### src/rtl/i2s_mic_rx_master.sv
// I2S receive master for daisy-chained microphones: bclk/ws generation, slot assembly, FWFT output FIFO.
// Optional dropped-word counter on ovf_cnt_o is built only when I2S_RX_OVF_CNT_EN is defined.
`timescale 1ns/1ps

module i2s_mic_rx_master #(
    parameter int CLK_DIV    = 4,
    parameter int NUM_SLOTS  = 2,
    parameter int FRAME_BCLK = 80,
    parameter int FIFO_DEPTH = 4,
    localparam int SLOT_W    = (NUM_SLOTS > 1) ? $clog2(NUM_SLOTS) : 1
) (
    input  logic              clk_i,
    input  logic              rst_i,
    input  logic              en_i,
    input  logic              lsb_first_i,
    output logic              bclk_o,
    output logic              ws_o,
    input  logic              dout_i,
    output logic [31:0]       data_o,
    output logic [SLOT_W-1:0] slot_o,
    output logic              valid_o,
    input  logic              ready_i,
    output logic              overflow_o,
    input  logic              clear_ovf_i,
    output logic [15:0]       ovf_cnt_o
);

    // state | meaning
    // IDLE  | bclk parked low, divider held, waiting for en_i
    // WS    | ws_o high, waiting for the first bclk fall (F1)
    // SHIFT | sampling dout_i on every fall, pushing a word every 32 bits
    // GAP   | all slots received, counting falls to the end of the frame
    typedef enum logic [1:0] {S_IDLE, S_WS, S_SHIFT, S_GAP} state_t;

    localparam int DIV_W  = (CLK_DIV > 1) ? $clog2(CLK_DIV) : 1;
    localparam int FCNT_W = $clog2(FRAME_BCLK + 1);
    localparam int PTR_W  = (FIFO_DEPTH > 1) ? $clog2(FIFO_DEPTH) : 1;
    localparam int CNT_W  = $clog2(FIFO_DEPTH + 1);

    state_t              state, state_nxt;
    logic [DIV_W-1:0]    div_cnt;
    logic [FCNT_W-1:0]   fall_cnt;
    logic [4:0]          bit_cnt;
    logic [SLOT_W-1:0]   slot_cnt;
    logic [31:0]         shreg, shreg_nxt;
    logic                lsb_q;

    logic running, div_tc, fall, frame_end, last_slot;
    logic start, sample, ws_clr, word_done;

    logic [31:0]       fifo_data [FIFO_DEPTH];
    logic [SLOT_W-1:0] fifo_slot [FIFO_DEPTH];
    logic [PTR_W-1:0]  wr_ptr, rd_ptr;
    logic [CNT_W-1:0]  fifo_cnt;
    logic              full, pop, push_ok, drop;

    assign running   = (state != S_IDLE);
    assign div_tc    = (div_cnt == DIV_W'(CLK_DIV - 1));
    assign fall      = running && div_tc && bclk_o;
    assign frame_end = fall && (fall_cnt == FCNT_W'(FRAME_BCLK - 1));
    assign last_slot = (slot_cnt == SLOT_W'(NUM_SLOTS - 1));
    assign word_done = sample && (bit_cnt == 5'd31);
    assign shreg_nxt = lsb_q ? {dout_i, shreg[31:1]} : {shreg[30:0], dout_i};

    always_ff @(posedge clk_i) begin
        if (rst_i) state <= S_IDLE;
        else       state <= state_nxt;
    end

    always_comb begin
        state_nxt = state;
        case (state)
            S_IDLE:  if (en_i) state_nxt = S_WS;
            S_WS:    if (fall) state_nxt = S_SHIFT;
            S_SHIFT: if (word_done && last_slot) state_nxt = S_GAP;
            S_GAP:   if (frame_end) state_nxt = en_i ? S_WS : S_IDLE;
            default: state_nxt = S_IDLE;
        endcase
    end

    always_comb begin
        start  = 1'b0;
        sample = 1'b0;
        ws_clr = 1'b0;
        case (state)
            S_IDLE:  start = en_i;
            S_WS: begin
                sample = fall;
                ws_clr = fall;
            end
            S_SHIFT: sample = fall;
            S_GAP:   start = frame_end && en_i;
            default: ;
        endcase
    end

    // The divider restarts from 0 on F0 in both entry paths, so every frame has identical timing.
    always_ff @(posedge clk_i) begin
        if (rst_i) begin
            div_cnt <= '0;
            bclk_o  <= 1'b0;
        end else if (!running) begin
            div_cnt <= '0;
            bclk_o  <= 1'b0;
        end else if (div_tc) begin
            div_cnt <= '0;
            bclk_o  <= ~bclk_o;
        end else begin
            div_cnt <= div_cnt + 1'b1;
        end
    end

    always_ff @(posedge clk_i) begin
        if (rst_i) begin
            ws_o     <= 1'b0;
            lsb_q    <= 1'b0;
            fall_cnt <= '0;
            bit_cnt  <= '0;
            slot_cnt <= '0;
            shreg    <= '0;
        end else begin
            if (start)       ws_o <= 1'b1;
            else if (ws_clr) ws_o <= 1'b0;

            if (start) begin
                lsb_q    <= lsb_first_i;
                fall_cnt <= '0;
                bit_cnt  <= '0;
                slot_cnt <= '0;
            end else begin
                if (fall) fall_cnt <= fall_cnt + 1'b1;
                if (sample) begin
                    shreg   <= shreg_nxt;
                    bit_cnt <= bit_cnt + 1'b1;
                    if (word_done) slot_cnt <= last_slot ? '0 : slot_cnt + 1'b1;
                end
            end
        end
    end

    // A pop in the same clk frees a slot, so a push into a full FIFO is still accepted then.
    assign pop     = valid_o && ready_i;
    assign full    = (fifo_cnt == CNT_W'(FIFO_DEPTH));
    assign push_ok = word_done && (!full || pop);
    assign drop    = word_done && full && !pop;
    assign valid_o = (fifo_cnt != '0);
    assign data_o  = fifo_data[rd_ptr];
    assign slot_o  = fifo_slot[rd_ptr];

    always_ff @(posedge clk_i) begin
        if (push_ok) begin
            fifo_data[wr_ptr] <= shreg_nxt;
            fifo_slot[wr_ptr] <= slot_cnt;
        end
    end

    always_ff @(posedge clk_i) begin
        if (rst_i) begin
            wr_ptr   <= '0;
            rd_ptr   <= '0;
            fifo_cnt <= '0;
        end else begin
            if (push_ok) wr_ptr <= (wr_ptr == PTR_W'(FIFO_DEPTH - 1)) ? '0 : wr_ptr + 1'b1;
            if (pop)     rd_ptr <= (rd_ptr == PTR_W'(FIFO_DEPTH - 1)) ? '0 : rd_ptr + 1'b1;
            case ({push_ok, pop})
                2'b10:   fifo_cnt <= fifo_cnt + 1'b1;
                2'b01:   fifo_cnt <= fifo_cnt - 1'b1;
                default: ;
            endcase
        end
    end

    always_ff @(posedge clk_i) begin
        if (rst_i || clear_ovf_i) overflow_o <= 1'b0;
        else if (drop)            overflow_o <= 1'b1;
    end

`ifdef I2S_RX_OVF_CNT_EN
    always_ff @(posedge clk_i) begin
        if (rst_i || clear_ovf_i)          ovf_cnt_o <= '0;
        else if (drop && ovf_cnt_o != '1) ovf_cnt_o <= ovf_cnt_o + 1'b1;
    end
`else
    assign ovf_cnt_o = '0;
`endif

endmodule
### config.mk
export PLATFORM = sky130hd
export DESIGN_NAME = i2s_mic_rx_master
export DESIGN_NICKNAME = d
export VERILOG_FILES = /design/src/rtl/i2s_mic_rx_master.sv
export SDC_FILE = /design/constraint.sdc
export NUM_CORES = 1
export LEC_CHECK = 0
export ABC_AREA = 1
export CAP_MARGIN = 40
export CORE_AREA = 4 4 131 133
export CTS_CLUSTER_DIAMETER = 60
export DETAILED_ROUTE_END_ITERATION = 12
export DIE_AREA = 0 0 135 137
export PLACE_DENSITY = 0.71
export SYNTH_ARGS = -nofsm -noshare
export SYNTH_HDL_FRONTEND = slang
export SYNTH_SLANG_ARGS = --single-unit
### constraint.sdc
create_clock -name clk_i -period 4.4 [get_ports clk_i]
set_input_delay 0.44 -clock clk_i [delete_from_list [all_inputs] [get_ports clk_i]]
set_output_delay 0.44 -clock clk_i [all_outputs]
set_load 0.02 [all_outputs]
---- Word-level counts from Yosys, hierarchy flattened ----
Memory sizes are Yosys's and may differ from the RTL's. A register that Yosys moved wholly into a read port is not among the register bits.
Cells that the tools add are included.
operators by class
  $add $sub $neg .......................... 8
  eq/ne operators ......................... 15
  muxes and demuxes ....................... 22
  bitwise gates (word level) .............. 3
  reduce and logical (&&, ||, !) cells .... 26
operator list
  kind                                               number
  two-way mux 32 bit                                 1
  two-way mux 2 bit                                  10
  == test 2 bit (second input constant)              6
  logical AND 1 bit                                  10
  two-way mux 1 bit                                  8
  inequality test 2 bit (second input constant)      4
  one-hot mux 2 bit (4 select lines)                 1
  adder 7 x 1 -> 7 bit (second input constant)       1
  == test 7 bit (second input constant)              1
  adder 2 x 1 -> 2 bit (second input constant)       3
  one-hot mux 3 bit (2 select lines)                 1
  nonzero test 2 bit                                 3
  OR reduction 2 bit                                 3
  adder 5 x 1 -> 5 bit (second input constant)       1
  == test 5 bit (second input constant)              1
  == test 2 x 1 -> 1 bit (second input constant)     2
  AND reduction 2 bit                                2
  AND reduction 4 bit                                1
  adder 3 x 1 -> 3 bit (second input constant)       1
  == test 3 bit (second input constant)              1
  NOT 1 bit                                          3
  nonzero test 3 bit                                 1
  OR reduction 3 bit                                 1
  subtractor 3 x 1 -> 3 bit (second input constant)  1
  other kinds (5)                                    7
storage, ports and cells
  bits in registers ....................... 60
  RAM bits ................................ 132
  input port bits ......................... 7
  memories ................................ 2
memories
  name       words  bits a word  read ports  clocked after Yosys merged registers in  wr ports  RTL line  text
  fifo_data  4      32           1           1                                        1         51        logic [31:0] fifo_data [FIFO_DEPTH];
  fifo_slot  4      1            1           1                                        1         52        logic [SLOT_W-1:0] fifo_slot [FIFO_DEPTH];

---- Depth between registers and ports, before layout ----
  depth in word-level cells ............... 8
  mapped depth ............................ 13
  gate-level depth less buffers ........... 13

---- Least setup slack after synthesis ----
OpenSTA, ideal clock, no wires.
  path type ............................... register to register
  start ................................... register state[0]
  end ..................................... memory fifo_data[0][0] (enable)
  arrival time ............................ 2.732 ns
  data required time ...................... 3.977 ns
  path slack .............................. 1.245 ns
  stages on the path, launching flop included .. 7
  period minus slack after synthesis ...... 3.155 ns
  cells stage by stage .................... dfxtp_1 inv_1 ha_1 nand4_2 nor2_2 nand2_1 nor2_1
on the way
  longest elaborated chain between the ends .. 8
  elaborated cells on any way between the ends .. 11
RTL lines
  item                                       RTL line  text
  start: declaration                         40        state_t state, state_nxt;
  start signal: assignment                   67        else state <= state_nxt;
  nonzero test 2 bit                         57        assign running = (state != S_IDLE);
  logical AND 1 bit (2 in a row)             59        assign fall = running && div_tc && bclk_o;
  two-way mux 1 bit *                        85        case (state)
  logical AND 1 bit *                        62        assign word_done = sample && (bit_cnt == 5'd31);
  logical AND 1 bit *                        144       assign push_ok = word_done && (!full || pop);
  two-way mux 1 bit *                        151       if (push_ok) begin
  two-way mux 1 bit (not written as such) *  152       fifo_data[wr_ptr] <= shreg_nxt;
  end: declaration                           51
Every way passes the cells marked *; elsewhere a longest branch is shown, timed or not.

==> metrics.yaml <==
status: "finished clean"
grt_start_max_net_pins: 68
die_width_um: 135
cts-resized-gates: 0
layout-drive-gt1-share: 0.0732
cts_buffers: 17
drt_iter0_drc: 507
nets: 787
port_buffers: 43
clockBufferDepth: 2
report.final.slew_viol_count: 0
finalCritPeriodShare: 0.700
via_per_inst: 5.25
cts_tree: "built"
worstPathCellList: "inv_1 > buf_4 > o21ai_0 > o22ai_1 > clkdlybuf4s50_1"
arrival_ns: 2.64
path_clk_slew_ns: 0.07
io_pins: 60
insertion_delay_ns: 0.43
grt_pass1_vias: 4993
drt-wirelength-per-cell_um: 15.2
reg2reg_slack_ns: 1.57
min_period_ns: 3.08
grt_pass1_wl_um: 24800
antenna_found_initial: 0
synth_cells: 732
start_kind: "flip-flop"
totalWireLength_um: 15100
placed_cells: 963
initial_utilization: 0.497
leakage_nw: 3.23
final_util: 0.574
hp-class: "flip-flop to flip-flop"
cts_max_level: 4
critPathRequiredTime_ns: 3.96
cp_slowest_cell: "clkdlybuf4s50_1"
root_buffer: "clkbuf_16"
drcViolationCount: 0
path_max_fanout: 24
setup_viol: 0
syn_avg_cell_area_um2: 10.7
worstRegToRegCells: 12
worstHoldStart: "div_cnt[0]"
cts_hold_buf: 0
synth-seq-cells: 194
gp_congestion: 0.770
r2r-end: "fifo_cnt[2]"
critPathCaptureType: "output pin"
holdPathStages: 1
worstMarginPinSlew_ns: 0.753
area_delta_synth_final_pct: 15.5
critPathTopFamily: "buffers and inverters"
coreArea_um2: 15800
antenna_left: 0
layout_commonest_cell: "edfxtp_1"
power_density_nw_per_um2: 556
finalHoldViolCount: 0
critPathKind: "flip-flop to output pin"
drv_cap: 0
whs_endpoint: "div_cnt[0]"
finalSetupTns_ns: 0
timing.rr.start: "state[0]"
finalNonFillerCells: 995
post-cts-setup-buffers: 0
rows: 46
fin_total_pwr_mw: 5.05
cts.sinks: 194
rsz0062_at_grt: "no"
dr.pass1.iters: 5
grtUsageTotal: 0.170
finalClockSkew_ns: 0.0125
synthArstFlopShare: 0
diodes: 0
slew_headroom: 0.497
synth-edff-count: 132
yosys_warnings: 0
dominantRegCellSynth: "edfxtp_1"
gr-total-overflow: 0
synth_seq_area_share: 0.662
ir_worst_vdd_mv: 0.397
fp.dieH_um: 137
syn_area_um2: 7860
synth_cell_types: 34
crit_buf_inv: 3
num_vias: 5219
cpPeakStageDelay_ns: 0.66
final_cell_mix: "132 x edfxtp_1, 119 x o21ai_0, 98 x nor2_1, 63 x nand2_1, 60 x dfxtp_1"
dieArea_um2: 18500
fillerInstances: 1251
fmax_mhz: 325
dp_hpwl_um: 9460
flip-flops by register name, indices dropped and copies added, names as in the netlist, named ones only:
name and count:
last_slot 1, fifo_cnt 3, div_cnt 2, fifo_slot 4, overflow_o 1, shreg 32, fall_cnt 7, rd_ptr 2
bit_cnt 5, state 2, lsb_q 1, wr_ptr 2, bclk_o 1, fifo_data 128, ws_o 1
per-stage QoR:
step	area, µm²	hold slack, ns	worst slack, ns
floorplan	7920	0.398	1.24
global placement	8480	0.407	1.76
detailed placement	8500	0.426	1.60
CTS	9080	0.436	1.29
global route	9080	0.458	1.18
finish	9080	0.431	1.32
per-layer routing:
metal  track usage  vias up  share of wire
met5             0        -              0
met4        0.0560        0          0.014
met3        0.0401       19          0.053
met2         0.294      144           0.48
met1         0.213     2479           0.45
li1              -     2577              -
worst register-to-register path: stages (launching register included):
cell     delay, ns
dfxtp_1       0.41
inv_1         0.11
ha_1          0.36
nand4_2       0.13
buf_4         0.50
inv_2         0.15
nand2_1       0.14
nand2_1       0.09
fa_1          0.41
inv_1         0.08
nand4_1       0.11
a21oi_1       0.18
nor2_1        0.06
layout make-up:
cell class                      count  area (µm²)  area share
Inverter                           56         210      0.0231
Sequential cell                   194        5210       0.573
Tap cell                          216         270      0.0298
Clock inverter                     14         139      0.0153
Timing Repair Buffer               55         591      0.0650
Multi-Input combinational cell    442        2230       0.245
Clock buffer                       18         439      0.0484
cells in the mapped netlist (12+ instances only):
library cell | number | share of area
a21oi_1 | 42 | 0.027
buf_2 | 12 | 0.0076
buf_4 | 16 | 0.015
clkbuf_1 | 26 | 0.012
dfxtp_1 | 62 | 0.16
edfxtp_1 | 132 | 0.50
ha_1 | 13 | 0.021
inv_1 | 52 | 0.025
nand2_1 | 63 | 0.030
nand3_1 | 13 | 0.0083
nor2_1 | 102 | 0.049
o21ai_0 | 119 | 0.076
o21ai_1 | 16 | 0.010
o22ai_1 | 33 | 0.026
cells by family after synthesis:
family	Yosys count	share of synthesized area
DFF	194	0.662
and+or+nand+nor	190	0.0988
AOI/OAI and AO/OA	213	0.142
other	1	0.000477
xor gates and xnor gates	9	0.0100
buffers and inverters	111	0.0635
adders and majority gates	14	0.0232
how the worst max path moves through the flow:
stage               from               to  cells after the start
2_1_floorplan   state[0]  fifo_data[0][0]                      6
3_3_place_gp    state[0]      fifo_cnt[2]                     12
3_5_place_dp    state[0]      fifo_cnt[2]                     12
4_1_cts        flip-flop       data_o[31]                      5
5_1_grt        flip-flop       data_o[31]                      5
6_report       flip-flop       data_o[31]                      5
where the power goes:
| group | total (mW) | switching (mW) | internal, mW |
|---|---|---|---|
| combinational | 1.51 | 0.914 | 0.599 |
| sequential | 2.04 | 0.0668 | 1.97 |
| clock | 1.49 | 0.646 | 0.847 |
| total | 5.05 | 1.63 | 3.42 |
(Power assumes the default switching activity.)
